File: src/rtl/shift_add_mult_param_if.sv
// ---------------------------------------------------------------------------
// shift_add_mult_param_if
// Request/response bundle between the command parser, the multiplier and the
// response formatter.
//
// Handshake: the requester holds start high for one cycle together with
// is_signed/src1/src2. The multiplier accepts the request only when busy is
// low, and then captures the operands on that edge. A start seen while busy
// is high is dropped and is not queued. busy stays high from the accepting
// edge through the done cycle. done is a single-cycle pulse, and calc_res is
// valid in that same cycle. calc_res then holds until the next result is
// written.
//
// Signals
//   start      requester -> mult   request strobe
//   is_signed  requester -> mult   1 = two's-complement operands
//   src1       requester -> mult   multiplicand (WIDTH)
//   src2       requester -> mult   multiplier   (WIDTH)
//   busy       mult -> requester   operation in flight
//   done       mult -> requester   result pulse
//   calc_res   mult -> requester   product (2*WIDTH)
// ---------------------------------------------------------------------------
interface shift_add_mult_param_if #(
   parameter int unsigned WIDTH = 16
);
   logic                 start;
   logic                 is_signed;
   logic [WIDTH-1:0]     src1;
   logic [WIDTH-1:0]     src2;
   logic                 busy;
   logic                 done;
   logic [2*WIDTH-1:0]   calc_res;

   modport master (
      output start, is_signed, src1, src2,
      input  busy, done, calc_res
   );

   modport slave (
      input  start, is_signed, src1, src2,
      output busy, done, calc_res
   );
endinterface

File: src/rtl/shift_add_mult_param.sv
// ---------------------------------------------------------------------------
// shift_add_mult_param
// Sequential shift-add multiplier with a generic operand width, covering
// signed and unsigned operands. Operands are converted to magnitudes on
// capture. The magnitude product is accumulated one multiplier bit per
// cycle, and the sign is applied in a single final step. The loop exits
// early once the remaining multiplier bits are all zero.
//
// Ports
//   clk          rising-edge clock
//   n_rst        asynchronous active-low reset
//   bus          slave side of shift_add_mult_param_if (start/operands in,
//                busy/done/calc_res out)
//   dbg_state_o  current FSM state (0 IDLE, 1 MUL, 2 SIGN, 3 DONE)
// ---------------------------------------------------------------------------
module shift_add_mult_param #(
   parameter int unsigned WIDTH = 16
) (
   input  logic                        clk,
   input  logic                        n_rst,
   shift_add_mult_param_if.slave       bus,
   output logic [1:0]                  dbg_state_o
);

   localparam int unsigned CW = $clog2(WIDTH);

   localparam logic [WIDTH-1:0]   ONE_W     = WIDTH'(1);
   localparam logic [2*WIDTH-1:0] ONE_2W    = (2*WIDTH)'(1);
   localparam logic [CW-1:0]      CNT_ONE   = CW'(1);
   localparam logic [CW-1:0]      CNT_LAST  = CW'(WIDTH - 1);

   typedef enum logic [1:0] {
      ST_IDLE = 2'd0,
      ST_MUL  = 2'd1,
      ST_SIGN = 2'd2,
      ST_DONE = 2'd3
   } state_e;

   state_e               state_q,  state_d;
   logic [2*WIDTH-1:0]   mcand_q,  mcand_d;
   logic [WIDTH-1:0]     mplier_q, mplier_d;
   logic [2*WIDTH-1:0]   acc_q,    acc_d;
   logic                 neg_q,    neg_d;
   logic [CW-1:0]        cnt_q,    cnt_d;
   logic [2*WIDTH-1:0]   res_q,    res_d;

   logic [WIDTH-1:0]     src1_mag;
   logic [WIDTH-1:0]     src2_mag;

   // The magnitude of the most negative value is 2^(WIDTH-1). This still
   // fits as an unsigned WIDTH-bit value, so no extra bit is needed.
   always_comb begin
      src1_mag = bus.src1;
      src2_mag = bus.src2;
      if (bus.is_signed && bus.src1[WIDTH-1]) begin
         src1_mag = ~bus.src1 + ONE_W;
      end
      if (bus.is_signed && bus.src2[WIDTH-1]) begin
         src2_mag = ~bus.src2 + ONE_W;
      end
   end

   always_ff @(posedge clk or negedge n_rst) begin
      if (!n_rst) begin
         state_q  <= ST_IDLE;
         mcand_q  <= '0;
         mplier_q <= '0;
         acc_q    <= '0;
         neg_q    <= 1'b0;
         cnt_q    <= '0;
         res_q    <= '0;
      end else begin
         state_q  <= state_d;
         mcand_q  <= mcand_d;
         mplier_q <= mplier_d;
         acc_q    <= acc_d;
         neg_q    <= neg_d;
         cnt_q    <= cnt_d;
         res_q    <= res_d;
      end
   end

   always_comb begin
      state_d  = state_q;
      mcand_d  = mcand_q;
      mplier_d = mplier_q;
      acc_d    = acc_q;
      neg_d    = neg_q;
      cnt_d    = cnt_q;
      res_d    = res_q;

      case (state_q)
         ST_IDLE: begin
            if (bus.start) begin
               mcand_d  = {{WIDTH{1'b0}}, src1_mag};
               mplier_d = src2_mag;
               acc_d    = '0;
               cnt_d    = '0;
               neg_d    = bus.is_signed & (bus.src1[WIDTH-1] ^ bus.src2[WIDTH-1]);
               state_d  = ST_MUL;
            end
         end

         ST_MUL: begin
            if (mplier_q[0]) begin
               acc_d = acc_q + mcand_q;
            end
            mcand_d  = mcand_q << 1;
            mplier_d = mplier_q >> 1;
            cnt_d    = cnt_q + CNT_ONE;
            // Leave as soon as no set multiplier bits remain after this one.
            // The count limit is a backstop that bounds the loop at WIDTH.
            if (((mplier_q >> 1) == '0) || (cnt_q == CNT_LAST)) begin
               state_d = ST_SIGN;
            end
         end

         ST_SIGN: begin
            // This is the only place calc_res is written. It therefore keeps
            // the previous result for the whole of the next operation's MUL
            // phase.
            res_d   = neg_q ? (~acc_q + ONE_2W) : acc_q;
            state_d = ST_DONE;
         end

         ST_DONE: begin
            state_d = ST_IDLE;
         end

         default: begin
            state_d = ST_IDLE;
         end
      endcase
   end

   assign bus.busy     = (state_q != ST_IDLE);
   assign bus.done     = (state_q == ST_DONE);
   assign bus.calc_res = res_q;
   assign dbg_state_o  = state_q;

endmodule

File: src/flat_wrapper.sv
// flat-port wrapper written by rule: the top's interface ports become plain ports
module shift_add_mult_param_flat 
#(
   parameter int unsigned WIDTH = 16
)
  (clk, n_rst, dbg_state_o, bus_start, bus_is_signed, bus_src1, bus_src2, bus_busy, bus_done, bus_calc_res);
  shift_add_mult_param_if #(.WIDTH(WIDTH)) bus_i ();
  input  logic clk;
  input  logic n_rst;
  output logic [1:0] dbg_state_o;
  input wire logic [$bits(bus_i.start)-1:0] bus_start;
  input wire logic [$bits(bus_i.is_signed)-1:0] bus_is_signed;
  input wire logic [$bits(bus_i.src1)-1:0] bus_src1;
  input wire logic [$bits(bus_i.src2)-1:0] bus_src2;
  output wire logic [$bits(bus_i.busy)-1:0] bus_busy;
  output wire logic [$bits(bus_i.done)-1:0] bus_done;
  output wire logic [$bits(bus_i.calc_res)-1:0] bus_calc_res;
  assign bus_i.start = bus_start;
  assign bus_i.is_signed = bus_is_signed;
  assign bus_i.src1 = bus_src1;
  assign bus_i.src2 = bus_src2;
  assign bus_busy = bus_i.busy;
  assign bus_done = bus_i.done;
  assign bus_calc_res = bus_i.calc_res;
  shift_add_mult_param #(.WIDTH(WIDTH)) u_core (.clk(clk), .n_rst(n_rst), .bus(bus_i), .dbg_state_o(dbg_state_o));
endmodule
File: config.mk
export PLATFORM = sky130hd
export DESIGN_NAME = shift_add_mult_param_flat
export DESIGN_NICKNAME = d
export VERILOG_FILES = /design/src/rtl/shift_add_mult_param_if.sv /design/src/rtl/shift_add_mult_param.sv /design/src/flat_wrapper.sv
export SDC_FILE = /design/constraint.sdc
export NUM_CORES = 1
export LEC_CHECK = 0
export CAP_MARGIN = 20
export CORE_ASPECT_RATIO = 1.1
export CORE_UTILIZATION = 50
export CTS_CLUSTER_DIAMETER = 30
export CTS_CLUSTER_SIZE = 14
export DETAILED_ROUTE_END_ITERATION = 10
export DONT_BUFFER_PORTS = 1
export PLACE_DENSITY = 0.62
export SYNTH_ARGS = -nofsm -noshare
export SYNTH_HDL_FRONTEND = slang
export SYNTH_SLANG_ARGS = --single-unit
File: constraint.sdc
create_clock -name clk -period 7.1 [get_ports clk]
set_clock_uncertainty 0.05 [all_clocks]
set_input_delay 1.42 -clock clk [delete_from_list [all_inputs] [get_ports clk]]
set_output_delay 1.42 -clock clk [all_outputs]
set_load 0.005 [all_outputs]
== Yosys cells after proc, flatten, opt, wreduce, memory -nomap -nowiden ==
Index checks and enable logic that the tools add are counted.
Widths: inputs -> output; s select.

* Bits in registers: 119
* Output and inout port bits: 36
* Logic and storage cells: 50

* $add $sub $neg: 5
* Equality and inequality tests: 7
* Mux-type cells: 15
* Bitwise logic cells: 5
* Reduce and logical (&&, ||, !) cells: 11

{| class="wikitable"
|+ Operators with widths
! cell !! number
|-
| $mux 32 || 4
|-
| $pmux 32 s2 || 2
|-
| $mux 16 || 3
|-
| $add 16x1->16 const B || 2
|-
| $add 32x1->32 const B || 1
|-
| $add 32x32->32 || 1
|-
| $not 16->16 || 2
|-
| $not 32->32 || 1
|-
| $pmux 16 s2 || 1
|-
| $logic_not 16->1 || 1
|-
| $pmux 2 s4 || 1
|-
| $pmux 4 s2 || 1
|-
| $reduce_and 2->1 || 3
|-
| $add 4x1->4 const B || 1
|-
| $eq 2x2->1 const B || 2
|-
| $eq 4x4->1 const B || 1
|-
| $mux 2 || 2
|-
| $mux 4 || 1
|-
| $ne 2x1->1 const B || 2
|-
| $reduce_bool 2->1 || 2
|-
| $reduce_and 3->1 || 1
|-
| $eq 2x1->1 const B || 1
|-
| $logic_and 1x1->1 || 2
|-
| $logic_not 2->1 || 1
|-
| other kinds (4) || 4
|}

== Depth between registers and ports, before layout ==
Gate-level depths: netlist of the first run.

* Depth in word-level cells: 5
* Depth in mapped cells: 11

== Worst setup path after synthesis of the first run ==
OpenSTA, ideal clock, no wires.

* Path type: input to register
* Start: in bus_src2[4]
* End: reg u_core.mplier_q[13]
* Setup time: 0.137 ns
* Arrival: 2.790 ns
* Setup slack: 4.123 ns
* Stages on the path: 8
* Buffers on the path: 0
* Cells stage by stage: nor4_1 > nand2_1 > o31ai_1 > o21ai_0 > xnor2_1 > nor2_1 > a21oi_1 > a21oi_1

* Cells in the longest elaborated chain, start to end: 5

{| class="wikitable"
|+ Ends and longest elaborated chain
! item !! line !! source
|-
| start: declaration || flat_wrapper.sv:14 || <nowiki>input wire logic [$bits(bus_i.src2)-1:0] bus_src2;</nowiki>
|-
| $not 16->16 || shift_add_mult_param.sv:59 || <nowiki>src2_mag = ~bus.src2 + ONE_W;</nowiki>
|-
| $add 16x1->16 || shift_add_mult_param.sv:59 ||
|-
| $mux 16 || shift_add_mult_param.sv:58 || <nowiki>if (bus.is_signed && bus.src2[WIDTH-1]) begin</nowiki>
|-
| $mux 16 || shift_add_mult_param.sv:94 || <nowiki>if (bus.start) begin</nowiki>
|-
| $pmux 16 s2 || shift_add_mult_param.sv:92 || <nowiki>case (state_q)</nowiki>
|-
| end signal: assignment || shift_add_mult_param.sv:75 || <nowiki>mplier_q <= mplier_d;</nowiki>
|-
| end: declaration || shift_add_mult_param.sv:41 || <nowiki>logic [WIDTH-1:0] mplier_q, mplier_d;</nowiki>
|}

Every way passes these cells. The select of a mux whose other input is x is not followed.
A chain may end at the register's enable or synchronous reset.

== Worst setup path after layout of the first run ==
* Start: reg u_core.state_q[1] (netlist: u_core.dbg_state_o[1])
* End: reg u_core.acc_q[28]

* Cells in the longest elaborated chain, start to end: 3
* Elaborated cells between the ends (all ways): 7
* Those cells by class: 3 x eq/ne; 1 x mux; 3 x reduce/logical

{| class="wikitable"
|+ Ends and longest elaborated chain
! item !! line !! source
|-
| start: declaration || shift_add_mult_param.sv:39 || <nowiki>state_e state_q, state_d;</nowiki>
|-
| start signal: assignment || shift_add_mult_param.sv:73 || <nowiki>state_q <= state_d;</nowiki>
|-
| $eq 2x1->1 or $logic_not 2->1 (tied branches) || shift_add_mult_param.sv:92 ||
|-
| $ne 2x1->1 (no line) (tied with other cells) || -- ||
|-
| $reduce_and 3->1 (no line) || -- ||
|-
| end signal: assignment || shift_add_mult_param.sv:68 || <nowiki>acc_q <= '0;</nowiki>
|-
| end signal: assignment || shift_add_mult_param.sv:76 || <nowiki>acc_q <= acc_d;</nowiki>
|-
| end: declaration || shift_add_mult_param.sv:42 || <nowiki>logic [2*WIDTH-1:0] acc_q, acc_d;</nowiki>
|}

Several ways; a longest one is shown, not always the timed one.

==> reports/summary.txt, run 1 <==
Max-slew violations: 0
Post-synth ARST share: 100%
Die ar.: 15600 sq um
Vias in the first global route: 5965
Cell Pwr Density: 485 nW/um^2
Routed WL: 17200 um
Worst vdd ir: 0.506 mV
Worst r2r src: u_core.dbg_state_o[1]$_DFFE_PN0P_
Yosys top cell area share: 39.5%
Synthesized Nets: 943
Overall routing resource usage: 23.5%
Worst-path maximum fanout: 54
Worst reg2reg setup slack: 3.64 ns
Cell with the most instances after synthesis: dfrtp_1
Status: completed
Unrepaired setup endpoints after global routing: no
Dominant cell type by area after synthesis: dfrtp_1
CTS resizes: 0
Period minus WS final: 3.46 ns
Hold path depth: 2
Slowest CP cell: ha_2
H-tree levels: 4
Largest net degree at the start of global routing: 120
Setup Buffers After CTS: 0
Drt wl/cell: 16.4 um
DR vias/cell: 5.92
Residual DRC: 0
Sequential cell area fraction in the yosys report: 39.5%
Initial core utilization: 51.7%
Post-synth EDFFs: 0
Nets: 924
Sequential group share of total power: 32.2%
Synth Register Bits: 119
IO Count: 72
Antenna Nets Post-Route: 0
Post-Syn Area: 7530 sq um
Clk buf depth: 2
R2R depth: 9
Die span in y: 131 um
Worst Max-Slew Pin Slew: 1.07 ns
Top cells by instance count after synthesis: 119 x dfrtp_1, 102 x a21oi_1, 98 x nand2_1, 91 x o21ai_0, 81 x nor2_1
Crit path DAT: 3.74 ns
Initial drt markers: 392
Filler cell count: 1314
Inst Count DP: 1020
Warnings, synthesis: 0
Final setup violation count: 0
Crit-path cells: inv_1 > ha_2 > inv_1 > a21oi_1 > buf_4 > nand2_1 > nor2_1 > a21oi_1 > o211ai_1
Area growth syn-to-layout: 9.91%
Clock Tree Root: clkbuf_16
DP HPWL: 12400 um
Hold_buf cts: 0
Crit path kind: reg2reg
Distinct cells, synth: 60
Max stage delay on crit path: 0.82 ns
Post-synth top flop: dfrtp_1
CTS tree: built
Setup crit end kind: flip-flop
Worst skew pair latency: 0.41 ns
Row count: 46
Share of cells above drive strength 1: 6.97%
ANT cells: 0
Die width: 119 um
Critical Path Source Type: flip-flop
Drt first pass iters: 4
GPL Wtd Cong: 0.886
Hold path startpoint: u_core.mplier_q[9]$_DFFE_PN0P_
Core ar.: 14600 sq um
Max cap viols: 0
Crit path required time: 7.38 ns
Cts bufs inserted: 17
Initial antenna violation count: 0
Switching Power: 1720 uW
Mapped Cells: 867
Fin util: 56.9%
Hold Crit Class: reg2reg
First-pass GRT wire length: 28900 um
Final Cycle Share: 48.7%
Switching Share: 42.7%
R2R Path End: u_core.acc_q[28]$_DFFE_PN0P_
Leak: 0.00360 uW
Final setup TNS: 0 ns
Internal: 2300 uW
Worst-path clk slew: 0.06 ns
Total grt overflow: 0
Finished Layout Cells: 1053
Final hold vios: 0
Slew headroom: 28.4%
Syn_area_per_cell: 8.69 sq um
Max Fclk: 289 MHz
Comb power frac: 45.8%
Routed vias: 6231
# clock sinks: 119
Port buffer count: 0
Worst Hold Path EP: u_core.mplier_q[9]$_DFFE_PN0P_
Clock power frac: 22.0%
Ranking of synthesized cells by area: dfrtp_1 40%, a21oi_1 6.8%, ha_1 6.5%
==> cells by family (layout without fill, tap and decap cells) <==
logic type                 count (synthesis)  count (layout)  share of synthesized area (%)
muxes                                     15              15                           2.19
AOI/OAI and AO/OA                        284             284                           22.7
xor gates and xnor gates                  79              79                           9.18
adders and majority gates                 40              40                           6.74
buffers and inverters                     68              62                           3.59
DFF                                      119             119                           39.5
and+or+nand+nor                          262             262                           16.1
==> layout make-up <==
class	count	area [sq um]	area share, %
clock buffers	18	439	5.30
clock inverters	14	175	2.12
inverters	26	97.6	1.18
multi-input cells	680	4310	52.1
flip-flops and latches	119	2980	36.0
well taps	192	240	2.90
repair buffers	4	37.5	0.453
==> per-layer routing <==
| layer | up-vias | global-route usage (%) | wire length [um] |
|---|---|---|---|
| li1 | 3082 | - | - |
| met1 | 2943 | 31.5 | 8260 |
| met2 | 175 | 37.0 | 7610 |
| met3 | 31 | 5.08 | 962 |
| met4 | 0 | 9.98 | 405 |
| met5 | - | 0 | 0 |
==> layout by cell type (no fill, tap or decap), types with 20 or more instances in the layout <==
master	instances
dfrtp_1	119
a21oi_1	101
nand2_1	98
o21ai_0	91
nor2_1	81
xor2_1	49
ha_1	37
xnor2_1	30
inv_1	26
o31ai_1	20
==> flip-flops by register name, summed over array words and instances, names as in the netlist <==
register / cells
u_core.acc_q: 32
u_core.bus.calc_res: 32
u_core.neg_q: 1
u_core.mcand_q: 32
u_core.mplier_q: 16
u_core.dbg_state_o: 2
u_core.cnt_q: 4
==> worst max path at each step <==
stage | startpoint | endpoint | slack (ns) | cells past startpoint
6_report | u_core.dbg_state_o[1]$_DFFE_PN0P_ | u_core.acc_q[28]$_DFFE_PN0P_ | 3.64 | 9
4_1_cts | u_core.dbg_state_o[1]$_DFFE_PN0P_ | u_core.acc_q[28]$_DFFE_PN0P_ | 3.64 | 9
5_1_grt | u_core.dbg_state_o[1]$_DFFE_PN0P_ | u_core.acc_q[17]$_DFFE_PN0P_ | 3.33 | 7
2_1_floorplan | bus_src2[4] | u_core.mplier_q[13]$_DFFE_PN0P_ | 4.12 | 8
3_5_place_dp | u_core.dbg_state_o[1]$_DFFE_PN0P_ | u_core.acc_q[28]$_DFFE_PN0P_ | 3.66 | 9
3_3_place_gp | u_core.dbg_state_o[1]$_DFFE_PN0P_ | u_core.acc_q[28]$_DFFE_PN0P_ | 3.70 | 9
==> power groups by stage <==
stage	Combinational, uW	Clock (uW)	Sequential [uW]
2_1_floorplan	1510	0	1190
3_3_place_gp	1780	0	1300
3_5_place_dp	1810	0	1320
4_1_cts	1820	900	1310
5_1_grt	2080	935	1340
6_report	1840	885	1300
==> critical path, delay by kind of cell, from the launching register on <==
family	cells	cell delay [ns]
AO/OA/AOI/OAI	3	0.40
adder cells (fa/ha/maj)	1	0.82
buffers and inverters	3	0.81
flip-flops	1	0.43
AND/OR/NAND/NOR	2	0.85
==> through the flow <==
step	worst slack, ns	power [uW]	hold slack, ns	instance area (sq um)
2_1_floorplan	4.12	2700	0.417	7530
3_5_place_dp	3.66	3130	0.456	7650
4_1_cts	3.64	4030	0.470	8270
5_1_grt	3.33	4360	0.504	8280
3_3_place_gp	3.70	3080	0.442	7650
6_report	3.64	4020	0.466	8280
(Power assumes the default switching activity.)
==> inputs of run 2 (changes only) <==
--- a/config.mk
+++ b/config.mk
@@ -12,7 +12,7 @@
 export CTS_CLUSTER_SIZE = 14
 export DETAILED_ROUTE_END_ITERATION = 10
 export DONT_BUFFER_PORTS = 1
-export PLACE_DENSITY = 0.62
+export PLACE_DENSITY = 0.65
 export SYNTH_ARGS = -nofsm -noshare
 export SYNTH_HDL_FRONTEND = slang
 export SYNTH_SLANG_ARGS = --single-unit
==> constraint.sdc (replaced) <==
create_clock -name clk -period 2.9 [get_ports clk]
set_clock_uncertainty 0.05 [all_clocks]
set_input_delay 0.58 -clock clk [delete_from_list [all_inputs] [get_ports clk]]
set_output_delay 0.58 -clock clk [all_outputs]
set_load 0.005 [all_outputs]
==> run 2 against run 1 <==
  * The run now ends with negative hold slack, negative setup slack left
  * Register-to-register slack worse by 3.7 ns
  * Via count increased by 4.5%
  * Highest routed layer unchanged
  * Sequential power increased by 130%
  * Largest power group unchanged
  * Sequential cell count did not move
  * Die area unchanged
  * Count of clock-buffer cells in the layout grew 5
==> reports/summary.txt, run 2 (synthesis results as in run 1) <==
Inst Count DP: 1085 (+6.4%)
Die width: 119 um (unchanged)
CTS tree: built
Worst-path maximum fanout: 7 (-87%)
ANT cells: 0 (unchanged)
Row count: 46 (unchanged)
Worst vdd ir: 1.15 mV (+130%)
Setup crit end kind: flip-flop
Drt first pass iters: 5 (+1)
Most frequent cells in the layout: 119 x dfrtp_1, 100 x a21oi_1, 94 x nand2_1
Finished Layout Cells: 1124 (+6.7%)
Total grt overflow: 0 (unchanged)
Final setup margin: -0.0402 ns (-3.68 ns)
First-pass GRT wire length: 30000 um (+3.7%)
Routed vias: 6511 (+4.5%)
Antenna Nets Post-Route: 0 (unchanged)
GPL Wtd Cong: 0.972 (+9.7%)
# clock sinks: 119 (unchanged)
Initial drt markers: 354 (-9.7%)
Hold WS: -0.197 ns (-0.664 ns)
Cts bufs inserted: 17 (unchanged)
Internal: 6210 uW (+170%)
Filler cell count: 1244 (-5.3%)
DP HPWL: 13100 um (+5.5%)
Post-route cell area: 8960 sq um (+8.2%)
Crit path DAT: 3.19 ns (-0.55 ns)
Comb power frac: 52.0% (+6.2 points)
Crit-path cells: buf_6 > or4_4 > or3_4 > nand2b_4 > o41a_4 > a21oi_4 > nand2_1 > xor2_1 > mux2_4
Unrepaired setup endpoints after global routing: yes
Share of cells above drive strength 1: 16.7% (+9.8 points)
DR vias/cell: 5.79 (-2.1%)
Initial antenna violation count: 0 (unchanged)
Vias in the first global route: 6261 (+5.0%)
Routed WL: 18200 um (+5.5%)
Worst skew pair latency: 0.42 ns (about the same)
Cell Pwr Density: 1190 nW/um^2 (+140%)
Final setup violation count: 5 (+5)
Most common cell after layout, fill and taps aside: dfrtp_1
Sequential group share of total power: 28.6% (-3.6 points)
CP top delay family: simple AND/OR/NAND/NOR gates
Clk buf depth: 2 (unchanged)
Clock Tree Root: clkbuf_16
Port buffer count: 0 (unchanged)
Placed cell areas: 8150 sq um (+6.4%)
Slowest CP cell: or4_4
Switching Power: 4420 uW (+160%)
Crit path kind: reg2reg
Core ar.: 14600 sq um (unchanged)
Max Fclk: 340 MHz (+18%)
Worst Max-Slew Pin Slew: 0.787 ns (-0.288 ns)
Nets: 995 (+7.7%)
Max stage delay on crit path: 0.51 ns (-0.31 ns)
Final Cycle Share: 101% (+53 points)
Clock power frac: 19.4% (-2.6 points)
Slew headroom: 47.5% (+19 points)
Status: finished with violations
Max cap viols: 0 (unchanged)
IO Count: 72 (unchanged)
Final hold vios: 119 (+119)
Max-slew violations: 0 (unchanged)
Multi-input gate area: 4480 sq um (+3.8%)
Initial core utilization: 51.7% (unchanged)
Overall routing resource usage: 24.4% (+0.94 points)
Critical Path Source Type: flip-flop
Drt wl/cell: 16.2 um (-1.2%)
Period minus WS final: 2.94 ns (-0.520 ns)
Worst Path Buf+Inv: 1 (-2)
Die span in y: 131 um (unchanged)
Worst-path clk slew: 0.05 ns (about the same)
Crit path required time: 3.15 ns (-4.23 ns)
Leak: 0.00401 uW (+11%)
H-tree levels: 4 (unchanged)
Largest net degree at the start of global routing: 120 (unchanged)
Failing checks: negative hold slack, negative setup slack
Die ar.: 15600 sq um (unchanged)
Switching Share: 41.6% (-1.2 points)
FF+latch area: 2980 sq um (unchanged)
Area growth syn-to-layout: 18.9%
Hold Crit Class: in2async
Residual DRC: 0 (unchanged)
-- run 2: changes by cell type in the layout (fill, tap and decap cells not counted), sizes merged --
cell      change
clkbuf        +5
clkinvlp      -2
buf          +71
inv           -2
bufinv        -1
-- run 2: power groups by stage --
stage	logic, uW	registers (uW)	clock network [uW]
6_report	5520	3040	2060
5_1_grt	6170	3140	2160
4_1_cts	5270	3040	2100
3_5_place_dp	5120	3060	0
3_3_place_gp	4960	3020	0
2_1_floorplan	3710	2910	0
-- run 2: worst paths after layout --
kind,start,endpoint,slack (ns),cells after the start
setup / recovery,u_core.acc_q[3]$_DFFE_PN0P_,u_core.bus.calc_res[25]$_DFFE_PN0P_,-0.04,9
hold / removal,n_rst,u_core.bus.calc_res[4]$_DFFE_PN0P_,-0.20,0
setup reg to reg,u_core.acc_q[3]$_DFFE_PN0P_,u_core.bus.calc_res[25]$_DFFE_PN0P_,-0.04,9
hold reg to reg,u_core.mplier_q[9]$_DFFE_PN0P_,u_core.mplier_q[9]$_DFFE_PN0P_,0.46,2
max in group asynchronous,n_rst,u_core.mplier_q[8]$_DFFE_PN0P_,2.86,0
min in group clk,bus_src2[15],u_core.mplier_q[15]$_DFFE_PN0P_,0.27,2
-- run 2: per-stage QoR --
stage	total power [uW]	utilization (%)	TNS, ns	setup WS [ns]
2_1_floorplan	6610	-	0	0.0590
3_3_place_gp	7980	55.9	-0.233	-0.0510
3_5_place_dp	8170	55.9	-0.751	-0.0984
4_1_cts	10400	60.4	-0.0485	-0.0174
5_1_grt	11500	61.5	-1.02	-0.142
6_report	10600	61.5	-0.118	-0.0402
-- run 2: layer usage --
layer  part of all wire [%]  wire [um]  vias to the layer above  global-route usage [%]
met5                      0          0                        -                       0
met4                    2.3        420                        0                    11.7
met3                    5.1        928                       30                    4.69
met2                     45       8190                      192                    38.3
met1                     48       8640                     3072                    32.8
li1                       -          -                     3217                       -
-- run 2: area by class of cell --
class / instances / share of cell area [%]
Multi-Input combinational cell: 680 / 50.0
Sequential cell: 119 / 33.2
Timing Repair Buffer: 75 / 6.47
Clock buffer: 23 / 5.45
Tap cell: 192 / 2.68
Clock inverter: 9 / 1.09
Inverter: 26 / 1.09
-- run 2: what timing repair did --
action | in CTS | in global routing
gates resized for setup | 13 | 32
endpoints found under the setup margin | 20 | 25
hold endpoints to repair | 119 | 119
pin swaps | 6 | 11
buffers inserted | 1 | 6
==> inputs of run 3 (changes only) <==
--- a/config.mk
+++ b/config.mk
@@ -16,3 +16,4 @@
 export SYNTH_ARGS = -nofsm -noshare
 export SYNTH_HDL_FRONTEND = slang
 export SYNTH_SLANG_ARGS = --single-unit
+export TNS_END_PERCENT = 50
==> constraint.sdc (replaced) <==
create_clock -name clk -period 2.5 [get_ports clk]
set_clock_uncertainty 0.05 [all_clocks]
set_input_delay 0.5 -clock clk [delete_from_list [all_inputs] [get_ports clk]]
set_output_delay 0.5 -clock clk [all_outputs]
set_load 0.005 [all_outputs]
==> run 3 against run 2 <==
  * The run still ends with negative hold slack, negative setup slack left
  * Critical path depth did not move
  * Sequential cell count is the same
  * Non-clock buffer count is 82 higher
  * Die area is the same
  * Global-route usage is 2.5 points higher
  * Largest cell class unchanged
==> reports/summary.txt, run 3 (synthesis results as in run 1) <==
Final setup violation count: 22 (+17)
Share of cells above drive strength 1: 27.6% (+11 points)
# clock sinks: 119 (unchanged)
Unrepaired setup endpoints after global routing: yes
Largest net degree at the start of global routing: 120 (unchanged)
Initial core utilization: 51.7% (unchanged)
Final Cycle Share: 113% (+12 points)
Max cap viols: 0 (unchanged)
ANT cells: 0 (unchanged)
R2R depth: 9 (unchanged)
DP HPWL: 14700 um (+13%)
Area growth syn-to-layout: 32.1%
Overall routing resource usage: 26.9% (+2.5 points)
DR vias/cell: 5.62 (-3.0%)
H-tree levels: 4 (unchanged)
CTS tree: built
First-pass GRT wire length: 32800 um (+9.6%)
Setup crit end kind: flip-flop
Worst-path maximum fanout: 7 (unchanged)
Hold Crit Class: in2async
IO Count: 72 (unchanged)
Crit path DAT: 3.08 ns (-0.11 ns)
Initial drt markers: 239 (-32%)
Crit path required time: 2.75 ns (-0.40 ns)
Final hold vios: 119 (unchanged)
Hold WS: -0.279 ns (-0.0817 ns)
Clock Tree Root: clkbuf_16
Leak: 0.00443 uW (+10%)
Worst reg2reg setup slack: -0.33 ns (-0.29 ns)
Nets: 1077 (+8.2%)
Most frequent cells in the layout: 147 x buf_4, 118 x dfrtp_1, 97 x nand2_1
Total grt overflow: 0 (unchanged)
Failing checks: negative hold slack, negative setup slack
Die ar.: 15600 sq um (unchanged)
Max Fclk: 353 MHz (+3.8%)
Worst skew pair latency: 0.42 ns (about the same)
Die span in y: 131 um (unchanged)
Period minus WS final: 2.83 ns (-0.109 ns)
Max-slew violations: 0 (unchanged)
Slew headroom: 56.6% (+9.1 points)
Filler cell count: 1129 (-9.2%)
Core ar.: 14600 sq um (unchanged)
Crit path kind: reg2reg
Status: finished with violations
Critical Path Source Type: flip-flop
Routed WL: 20200 um (+11%)
Worst-path clk slew: 0.05 ns (about the same)
Routed vias: 6769 (+4.0%)
Antenna Nets Post-Route: 0 (unchanged)
Most common cell after layout, fill and taps aside: buf_4
Overall Power: 13800 uW (+30%)
Initial antenna violation count: 0 (unchanged)
Residual DRC: 0 (unchanged)
GPL Wtd Cong: 0.882 (-9.3%)
Drt wl/cell: 16.7 um (+3.5%)
Clk buf depth: 2 (unchanged)
R2R Path End: u_core.bus.calc_res[25]$_DFFE_PN0P_
Row count: 46 (unchanged)
Worst vdd ir: 1.75 mV (+52%)
Die width: 119 um (unchanged)
Final setup margin: -0.331 ns (-0.291 ns)
Port buffer count: 0 (unchanged)
Cell Pwr Density: 1390 nW/um^2 (+17%)
Worst r2r src: u_core.acc_q[1]$_DFFE_PN0P_
Drt first pass iters: 4 (-1)
Vias in the first global route: 6715 (+7.3%)
Worst Max-Slew Pin Slew: 0.651 ns (-0.136 ns)
Cts bufs inserted: 17 (unchanged)
-- run 3: repair_timing --
action                     4_1_cts  5_1_grt
setup buffers                    4        7
pin swaps                       22       38
hold endpoints to repair       119      119
setup endpoints to repair       31       35
resized for setup               45       59
-- run 3: power breakdown --
part / internal, uW / switching, uW
registers: 2760 / 785
clock network: 1480 / 849
logic: 3800 / 4110
total: 8040 / 5740
-- run 3: worst max-delay path by stage --
stage                                            start                                   to  slack (ns)  cells past startpoint
after floorplan           u_core.acc_q[20]$_DFFE_PN0P_  u_core.bus.calc_res[31]$_DFFE_PN0P_       -0.29                      8
after global placement     u_core.acc_q[1]$_DFFE_PN0P_  u_core.bus.calc_res[28]$_DFFE_PN0P_       -0.29                     10
after detailed placement   u_core.acc_q[1]$_DFFE_PN0P_  u_core.bus.calc_res[22]$_DFFE_PN0P_       -0.39                     10
after CTS                  u_core.acc_q[1]$_DFFE_PN0P_  u_core.bus.calc_res[25]$_DFFE_PN0P_       -0.30                      9
after global routing       u_core.acc_q[1]$_DFFE_PN0P_  u_core.bus.calc_res[22]$_DFFE_PN0P_       -0.43                     10
final                      u_core.acc_q[1]$_DFFE_PN0P_  u_core.bus.calc_res[25]$_DFFE_PN0P_       -0.33                      9
-- run 3: area by class of cell --
type,count,area (sq um),share of cell area [%]
multi-input combinational,680,4850,48.8
sequential,119,2980,29.9
timing repair buffer,157,1220,12.3
clock buffer,22,454,4.56
tap,192,240,2.41
clock inverter,9,103,1.03
inverter,26,97.6,0.981
-- run 3: critical path, cell delays in order, from the launching register on --
cell and delay (ns):
dfrtp_1 0.43, buf_6 0.14, or4_4 0.47, or3_4 0.34, nand2b_4 0.15, o41a_4 0.38, a21oi_4 0.22, nand2_1 0.09
xor2_1 0.16, mux2_4 0.27
-- run 3: metal layers --
layer | track usage [%] | up-vias | share of wire (%)
li1 | - | 3381 | -
met1 | 35.9 | 3213 | 47
met2 | 45.0 | 151 | 47
met3 | 3.91 | 24 | 4.3
met4 | 9.23 | 0 | 1.2
met5 | 0 | - | 0
-- run 3: metrics by stage --
step / setup TNS (ns) / utilization (%) / cell area (sq um) / std cells / worst slack [ns]
3_3_place_gp: -5.28 / 60.7 / 8830 / 1163 / -0.290
5_1_grt: -7.41 / 68.3 / 9950 / 1205 / -0.425
3_5_place_dp: -6.61 / 60.7 / 8830 / 1163 / -0.391
2_1_floorplan: -3.05 / - / 7660 / 867 / -0.286
4_1_cts: -4.83 / 65.9 / 9600 / 1198 / -0.302
6_report: -4.28 / 68.3 / 9950 / 1205 / -0.331
